## config.mk

```make
export PLATFORM = sky130hd
export DESIGN_NAME = fp16_operand_classifier
export DESIGN_NICKNAME = d
export VERILOG_FILES = /design/src/rtl/fp16_operand_classifier.sv
export SDC_FILE = /design/constraint.sdc
export NUM_CORES = 1
export LEC_CHECK = 0
export ABC_AREA = 1
export ABC_CLOCK_PERIOD_IN_PS = 1400
export CAP_MARGIN = 20
export CORE_UTILIZATION = 30
export CTS_CLUSTER_DIAMETER = 40
export DETAILED_ROUTE_END_ITERATION = 10
export HOLD_SLACK_MARGIN = 0.12
export PLACE_DENSITY = 0.52
export SLEW_MARGIN = 20
export SYNTH_ARGS = -nofsm -noshare
export SYNTH_HDL_FRONTEND = slang
export SYNTH_SLANG_ARGS = --single-unit
export TNS_END_PERCENT = 10
```

## constraint.sdc

```tcl
create_clock -name CLK -period 1.4 [get_ports CLK]
set_clock_uncertainty 0.1 [all_clocks]
set_input_delay 0.21 -clock CLK [delete_from_list [all_inputs] [get_ports CLK]]
set_output_delay 0.21 -clock CLK [all_outputs]
set_load 0.02 [all_outputs]
```

## src/rtl/fp16_operand_classifier.sv

```systemverilog
// Input stage of the fp16 MAC lane: classifies operand pairs and registers them through a 2-entry skid buffer.
// Latency 1 cycle when empty; S_READY is registered and drops only when both MAIN and SKID hold a pair.
module fp16_operand_classifier #(
  parameter logic FTZ      = 1'b0,
  parameter logic EN_FLAGS = 1'b1
) (
  input  logic             CLK,
  input  logic             RST,
  input  logic             S_VALID,
  output logic             S_READY,
  input  logic [15:0]      S_A,
  input  logic [15:0]      S_B,
  output logic             M_VALID,
  input  logic             M_READY,
  output logic [1:0][5:0]  TYPES,
  output logic [1:0][15:0] F,
  output logic             FLAG_INV,
  output logic             FLAG_SUB,
  input  logic             FLAG_CLR
);

  typedef enum logic [1:0] {EMPTY, ONE, FULL} state_t;

  // One-hot class: 5 normal, 4 subnormal, 3 zero, 2 inf, 1 qNaN, 0 sNaN
  function automatic logic [5:0] classify(input logic [15:0] x);
    logic [5:0] c;
    c = 6'b100000;
    if (x[14:10] == 5'd0) begin
      c = (x[9:0] == 10'd0) ? 6'b001000 : 6'b010000;
    end else if (x[14:10] == 5'h1f) begin
      if (x[9:0] == 10'd0) c = 6'b000100;
      else if (x[9])       c = 6'b000010;
      else                 c = 6'b000001;
    end
    return c;
  endfunction

  logic [1:0][15:0] op;
  logic [1:0][5:0]  raw_types;
  logic [1:0][5:0]  in_types;
  logic [1:0][15:0] in_f;

  assign op = {S_B, S_A};

  always_comb begin
    for (int i = 0; i < 2; i++) begin
      raw_types[i] = classify(op[i]);
      in_types[i]  = raw_types[i];
      in_f[i]      = op[i];
      if (FTZ && raw_types[i][4]) begin
        in_types[i] = 6'b001000;
        in_f[i]     = {op[i][15], 15'h0};
      end
    end
  end

  state_t           state, next_state;
  logic             ready_q;
  logic [1:0][5:0]  main_types, skid_types;
  logic [1:0][15:0] main_f, skid_f;
  logic             acc_in, acc_out;
  logic             load_main_in, load_main_skid, load_skid;

  // Reset gates S_READY so nothing is accepted during a reset cycle
  assign S_READY = ready_q & ~RST;
  assign M_VALID = (state != EMPTY);
  assign acc_in  = S_VALID & S_READY;
  assign acc_out = M_VALID & M_READY;
  assign TYPES   = main_types;
  assign F       = main_f;

  always_comb begin
    next_state     = state;
    load_main_in   = 1'b0;
    load_main_skid = 1'b0;
    load_skid      = 1'b0;
    case (state)
      EMPTY: begin
        if (acc_in) begin
          load_main_in = 1'b1;
          next_state   = ONE;
        end
      end
      ONE: begin
        if (acc_in && acc_out) begin
          load_main_in = 1'b1;
        end else if (acc_in) begin
          load_skid  = 1'b1;
          next_state = FULL;
        end else if (acc_out) begin
          next_state = EMPTY;
        end
      end
      FULL: begin
        if (acc_out) begin
          load_main_skid = 1'b1;
          next_state     = ONE;
        end
      end
      default: next_state = EMPTY;
    endcase
  end

  always_ff @(posedge CLK) begin
    if (RST) begin
      state      <= EMPTY;
      ready_q    <= 1'b0;
      main_types <= '0;
      main_f     <= '0;
      skid_types <= '0;
      skid_f     <= '0;
    end else begin
      state   <= next_state;
      ready_q <= (next_state != FULL);
      if (load_main_in) begin
        main_types <= in_types;
        main_f     <= in_f;
      end else if (load_main_skid) begin
        main_types <= skid_types;
        main_f     <= skid_f;
      end
      if (load_skid) begin
        skid_types <= in_types;
        skid_f     <= in_f;
      end
    end
  end

  generate
    if (EN_FLAGS) begin : g_flags
      logic inv_q, sub_q;
      logic set_inv, set_sub;
      // Flags see the raw classes so FTZ does not hide subnormal inputs
      assign set_inv = acc_in & (raw_types[0][0] | raw_types[1][0]);
      assign set_sub = acc_in & (raw_types[0][4] | raw_types[1][4]);
      always_ff @(posedge CLK) begin
        if (RST) begin
          inv_q <= 1'b0;
          sub_q <= 1'b0;
        end else begin
          inv_q <= set_inv | (inv_q & ~FLAG_CLR);
          sub_q <= set_sub | (sub_q & ~FLAG_CLR);
        end
      end
      assign FLAG_INV = inv_q;
      assign FLAG_SUB = sub_q;
    end else begin : g_no_flags
      assign FLAG_INV = 1'b0;
      assign FLAG_SUB = 1'b0;
    end
  endgenerate

endmodule

```

Word level (Yosys, flattened, before mapping)

Index checks and enable logic that the tools add are counted.

Reduce and logical (&&, ||, !) cells: 8
Bitwise gates (word level): 13
Eq/ne operators: 5
Mux-type cells: 27

Operator list:

| kind                                                             | count |
|---|---|
| 32-bit 2-to-1 mux                                                | 2 |
| 12-bit 2-to-1 mux                                                | 2 |
| 6-bit 2-to-1 mux                                                 | 4 |
| 10-bit logical NOT                                               | 2 |
| 2-bit 2-to-1 mux                                                 | 7 |
| 5-bit == test (second input constant)                            | 2 |
| 5-bit logical NOT                                                | 2 |
| 5-bit 2-to-1 mux                                                 | 2 |
| 1-bit bitwise AND                                                | 7 |
| 1-bit 2-to-1 mux                                                 | 6 |
| 3-bit 2-to-1 mux                                                 | 2 |
| 2-bit case mux with 3 select lines                               | 1 |
| 1-bit bitwise OR                                                 | 4 |
| 2-bit nonzero test                                               | 2 |
| 2-bit by 1-bit == test with 1-bit output (second input constant) | 1 |
| 2-bit == test (second input constant)                            | 1 |
| 2-bit logical NOT                                                | 1 |
| 2-bit inequality test (second input constant)                    | 1 |
| 1-bit NOT                                                        | 2 |
| 1-bit case mux with 2 select lines                               | 1 |
| 1-bit logical AND                                                | 1 |

Word-level logic and storage cells: 65
Register bits: 93

Longest topological paths before layout

Gate-level depths: netlist of run 1.

Depth after elaboration: 7
Mapped depth: 10

Least setup slack after synthesis of run 1

OpenSTA, ideal clock, no wires.

Path type: reg-to-reg
Start: reg state[1]
End: reg skid_f[2] in the netlist's numbering
Data arrival time: 1324 ps
Setup time: 70 ps
Stages on the path, launching flop included: 9
Clock period less this slack: 1495 ps
Data required time: 1230 ps
Slack: -95 ps
Cell sequence: dfxtp_1 > inv_2 > nand2_1 > nand2_1 > nand3_1 > buf_4 > buf_4 > nand2_1 > a21oi_1

Cells in the longest elaborated chain, start to end: 5
Elaborated cells on any way between the ends: 6

RTL lines:

| element                | RTL line | RTL |
|---|---|---|
| from (decl)            | 57       | `state_t state, next_state;` |
| from (signal assigned) | 113      | `state <= next_state;` |
| 2-bit nonzero test     | 66       | `assign M_VALID = (state != EMPTY);` |
| named net M_VALID      | 13       | `output logic M_VALID,` |
| 1-bit bitwise AND      | 68       | `assign acc_out = M_VALID & M_READY;` |
| 1-bit logical AND      | 85       | `if (acc_in && acc_out) begin` |
| 1-bit 2-to-1 mux       | 85       |  |
| 1-bit 2-to-1 mux       | 77       | `case (state)` |
| to (signal assigned)   | 124      | `skid_f <= in_f;` |
| to (decl)              | 60       | `logic [1:0][15:0] main_f, skid_f;` |

The timed path passes the listed nets, and every way through them passes these cells.
A chain may end at the register's enable or synchronous reset.

Worst setup path after layout of run 1

Start: reg state[1]
End: reg main_types (netlist bit TYPES[1])

Cells in the longest elaborated chain, start to end: 6
Elaborated cells on any way between the ends: 12

RTL lines:

| element                                                        | RTL line | RTL |
|---|---|---|
| 2-bit nonzero test                                             | 66       |  |
| 1-bit bitwise AND                                              | 68       |  |
| 1-bit logical AND                                              | 85       |  |
| 1-bit 2-to-1 mux                                               | 85       |  |
| 1-bit case mux with 2 select lines                             | 77       |  |
| 12-bit 2-to-1 mux / 2-bit nonzero test (equally long branches) | -        |  |
| to (signal assigned)                                           | 116      | `main_types <= in_types;` |
| to (signal assigned)                                           | 119      | `main_types <= skid_types;` |
| to (decl)                                                      | 59       | `logic [1:0][5:0] main_types, skid_types;` |

Parallel ways exist; a longest one is shown, timed or not.

==> results of run 1 <==
-- critical path, stage by stage (launching register included) --
cell	delay (ps)
dfxtp_2	340
inv_2	70
nand2_2	70
nand2_2	90
nand2_2	70
nand2_4	80
inv_4	50
buf_12	120
clkbuf_16	150
nand3_1	70
nand3_1	60
nand2_1	60
inv_1	30
-- logic make-up (layout without fill, tap and decap cells) --
family                 Yosys count  count (layout)  share of synthesized area, %
and+or+nand+nor                255             255                         27.19
AOI/OAI and AO/OA              111             111                         16.11
DFF                             93              93                         49.52
buffers and inverters           57             189                         7.188
-- registers in the layout, summed over array words and instances (netlist names) --
register,count
state,2
F,32
skid_f,32
ready_q,1
FLAG_INV,1
TYPES,12
FLAG_SUB,1
skid_types,12
-- cell type report --
cell class              instances  area, µm²
inverters                      26      106.4
clock buffers                  10      229.0
repair buffers                148       1400
flip-flops and latches         93       1864
multi-input cells             366       1700
well taps                     168      210.2
clock inverters                 5      85.08
fillers                      1250       6516
-- Yosys cell counts --
cell        n
or2_2       4
a21boi_0    3
buf_2      14
nand4_1     1
nand2_2     1
buf_4       6
clkbuf_1    9
a21oi_1    55
nor2_4      1
nor3_1      3
o21ai_0    19
nand3_1    20
inv_1      21
clkinv_2    1
a31oi_1    34
dfxtp_1    93
nor2_1     23
inv_2       4
buf_6       2
nand3_4     1
nand2_1   201
-- where the power goes --
group / leakage (nW) / switching (W) / internal [W]
Clock: 0.149 / 0.00103 / 0.00157
Sequential: 0.753 / 0.0000308 / 0.00270
Combinational: 1.47 / 0.000334 / 0.000304
-- layer usage --
metal	routed length, µm	share of wire [%]	GRT usage (%)
met1	5262	48	21.79
met5	0	0	0
met3	475	4.3	3.029
met2	5099	47	28.61
met4	86	0.79	5.714
-- layout by cell type (no fill, tap or decap), drive strengths merged --
cell,n
a21boi,3
nor3,3
clkinvlp,1
nand3,21
a31oi,34
o21ai,19
nor2,24
a21oi,55
inv,25
or2,4
bufinv,2
buf,65
dlymetal6s2s,2
dlygate4sd2,46
dfxtp,93
clkinv,3
clkbuf,13
nand4,1
clkdlybuf4s50,32
nand2,202
-- final timing paths --
| path | start | cells after the start | end |
|---|---|---|---|
| setup reg to reg | state[1] | 12 | TYPES[1] |
| setup / recovery | state[1] | 12 | TYPES[1] |
| hold / removal | S_B[11] | 3 | skid_f[27] |
| hold reg to reg | skid_f[8] | 2 | skid_f[8] |
-- repair_timing --
item                                    in CTS  in global routing
endpoints found under the setup margin     125                 92
pin swaps                                    0                  6
resized for setup                           60                 47
setup buffers                                0                  5
gates cloned                                 0                  2
-- metrics by stage --
step / cells / utilization [%] / instance area, µm²
after floorplan: 516 / - / 3764
after global placement: 794 / 42.39 / 5134
after detailed placement: 794 / 42.39 / 5134
after CTS: 809 / 44.62 / 5404
after global routing: 816 / 46.20 / 5595
final: 816 / 46.20 / 5595
==> results_dict.tcl, run 1 <==
set metrics [dict create \
    failed_checks "negative setup slack" \
    core-area_um2 12110 \
    r2r_setup_slack_ps -50 \
    drt_first_pass_iters 4 \
    relSlewSlack_pct 74.36 \
    drc 0 \
    synthDistinctLibCells 21 \
    hold_class "input pin to flip-flop" \
    synth_top_area_share_pct 49.52 \
    clk_latency_ps 330 \
    synth_area_leaders "dfxtp_1 (50%), nand2_1 (20%), a21oi_1 (7.3%)" \
    fin_ws_ps -52.47 \
    cap_viol_max_count 0 \
    synthesis.area_um2 3760 \
    drv_slew 0 \
    grt_max_degree 36 \
    synth_top_area_cell "dfxtp_1" \
    yosys_register_bits 93 \
    drive_above_1_share_pct 17.13 \
    synthCells 516 \
    clockBufferDepth 2 \
    max_freq_ghz 0.6885 \
    final-setup-viol-count 31 \
    rsz0062_at_grt "true" \
    vias 3785 \
    drt-initial-drc-count 186 \
    synth.avg_cell_area_um2 7.287 \
    portBuffers 84 \
    outcome "finished, violations left" \
    crit_required_ps 1530 \
    die_x_um 114.0 \
    start_kind "flip-flop" \
    finalPower_w 0.005971 \
    fin_crit_ps 1452 \
    powerDensity_nw_per_um2 1067 \
    holdWs_ps 104.5 \
    avgViaCountPerCell 4.638 \
    grtUsageTotal_pct 16.95 \
    antenna_found_initial 0 \
    dp_hpwl_mm 7.346 \
    ctsRootBufferMaster "clkbuf_16" \
    final-hold-violation-count 0 \
    cp_max_fo 6 \
    fp.dieH_um 114.0 \
    final.period_utilization_pct 103.7 \
    nets 681 \
    worst_slew_pin_slew_ps 384.6 \
    ys_seq_area_share_pct 49.52 \
    wl_per_cell_um 13.39 \
    yosysWarnings 0 \
    place.gp.congestion 0.7919 \
    diodes 0 \
    wl_mm 10.92 \
    worstPathArrival_ps 1580 \
    critPathKind "flip-flop to flip-flop" \
    ioPinCount 85 \
    num_rows 40 \
    final.setup.tns_ps -749.2 \
    peakVddDrop_mv 0.5881 \
    syn_nets 553 \
    grt-ovfl-total 0 \
    antenna_left 0 \
    numClockSinks 93 \
    leakage_nw 2.368 \
    crit_path_end_kind "flip-flop" \
    syn2layout_area_growth_pct 48.82 \
    dieArea_um2 12980 \
    clk_pin_slew_ps 70 \
    initial_core_util_pct 31.04 \
    cts_htree_levels 3 \
    hold_buffers 0 \
    place_ws_ps -473.9 \
    numCtsBuffers 9 \
    grt_pass1_vias 3657 \
    tritoncts "yes" \
    grt_pass1_wl_mm 17.44 \
]
Power figures use the tool's default switching activity.
==> run 2, diff against run 1 <==
--- a/config.mk
+++ b/config.mk
@@ -10,6 +10,7 @@
 export CAP_MARGIN = 20
 export CORE_UTILIZATION = 30
 export CTS_CLUSTER_DIAMETER = 40
+export CTS_CLUSTER_SIZE = 24
 export DETAILED_ROUTE_END_ITERATION = 10
 export HOLD_SLACK_MARGIN = 0.12
 export PLACE_DENSITY = 0.52
==> results of run 2 <==
Same layout as run 1: the final DEF is identical, and so are final timing and power.
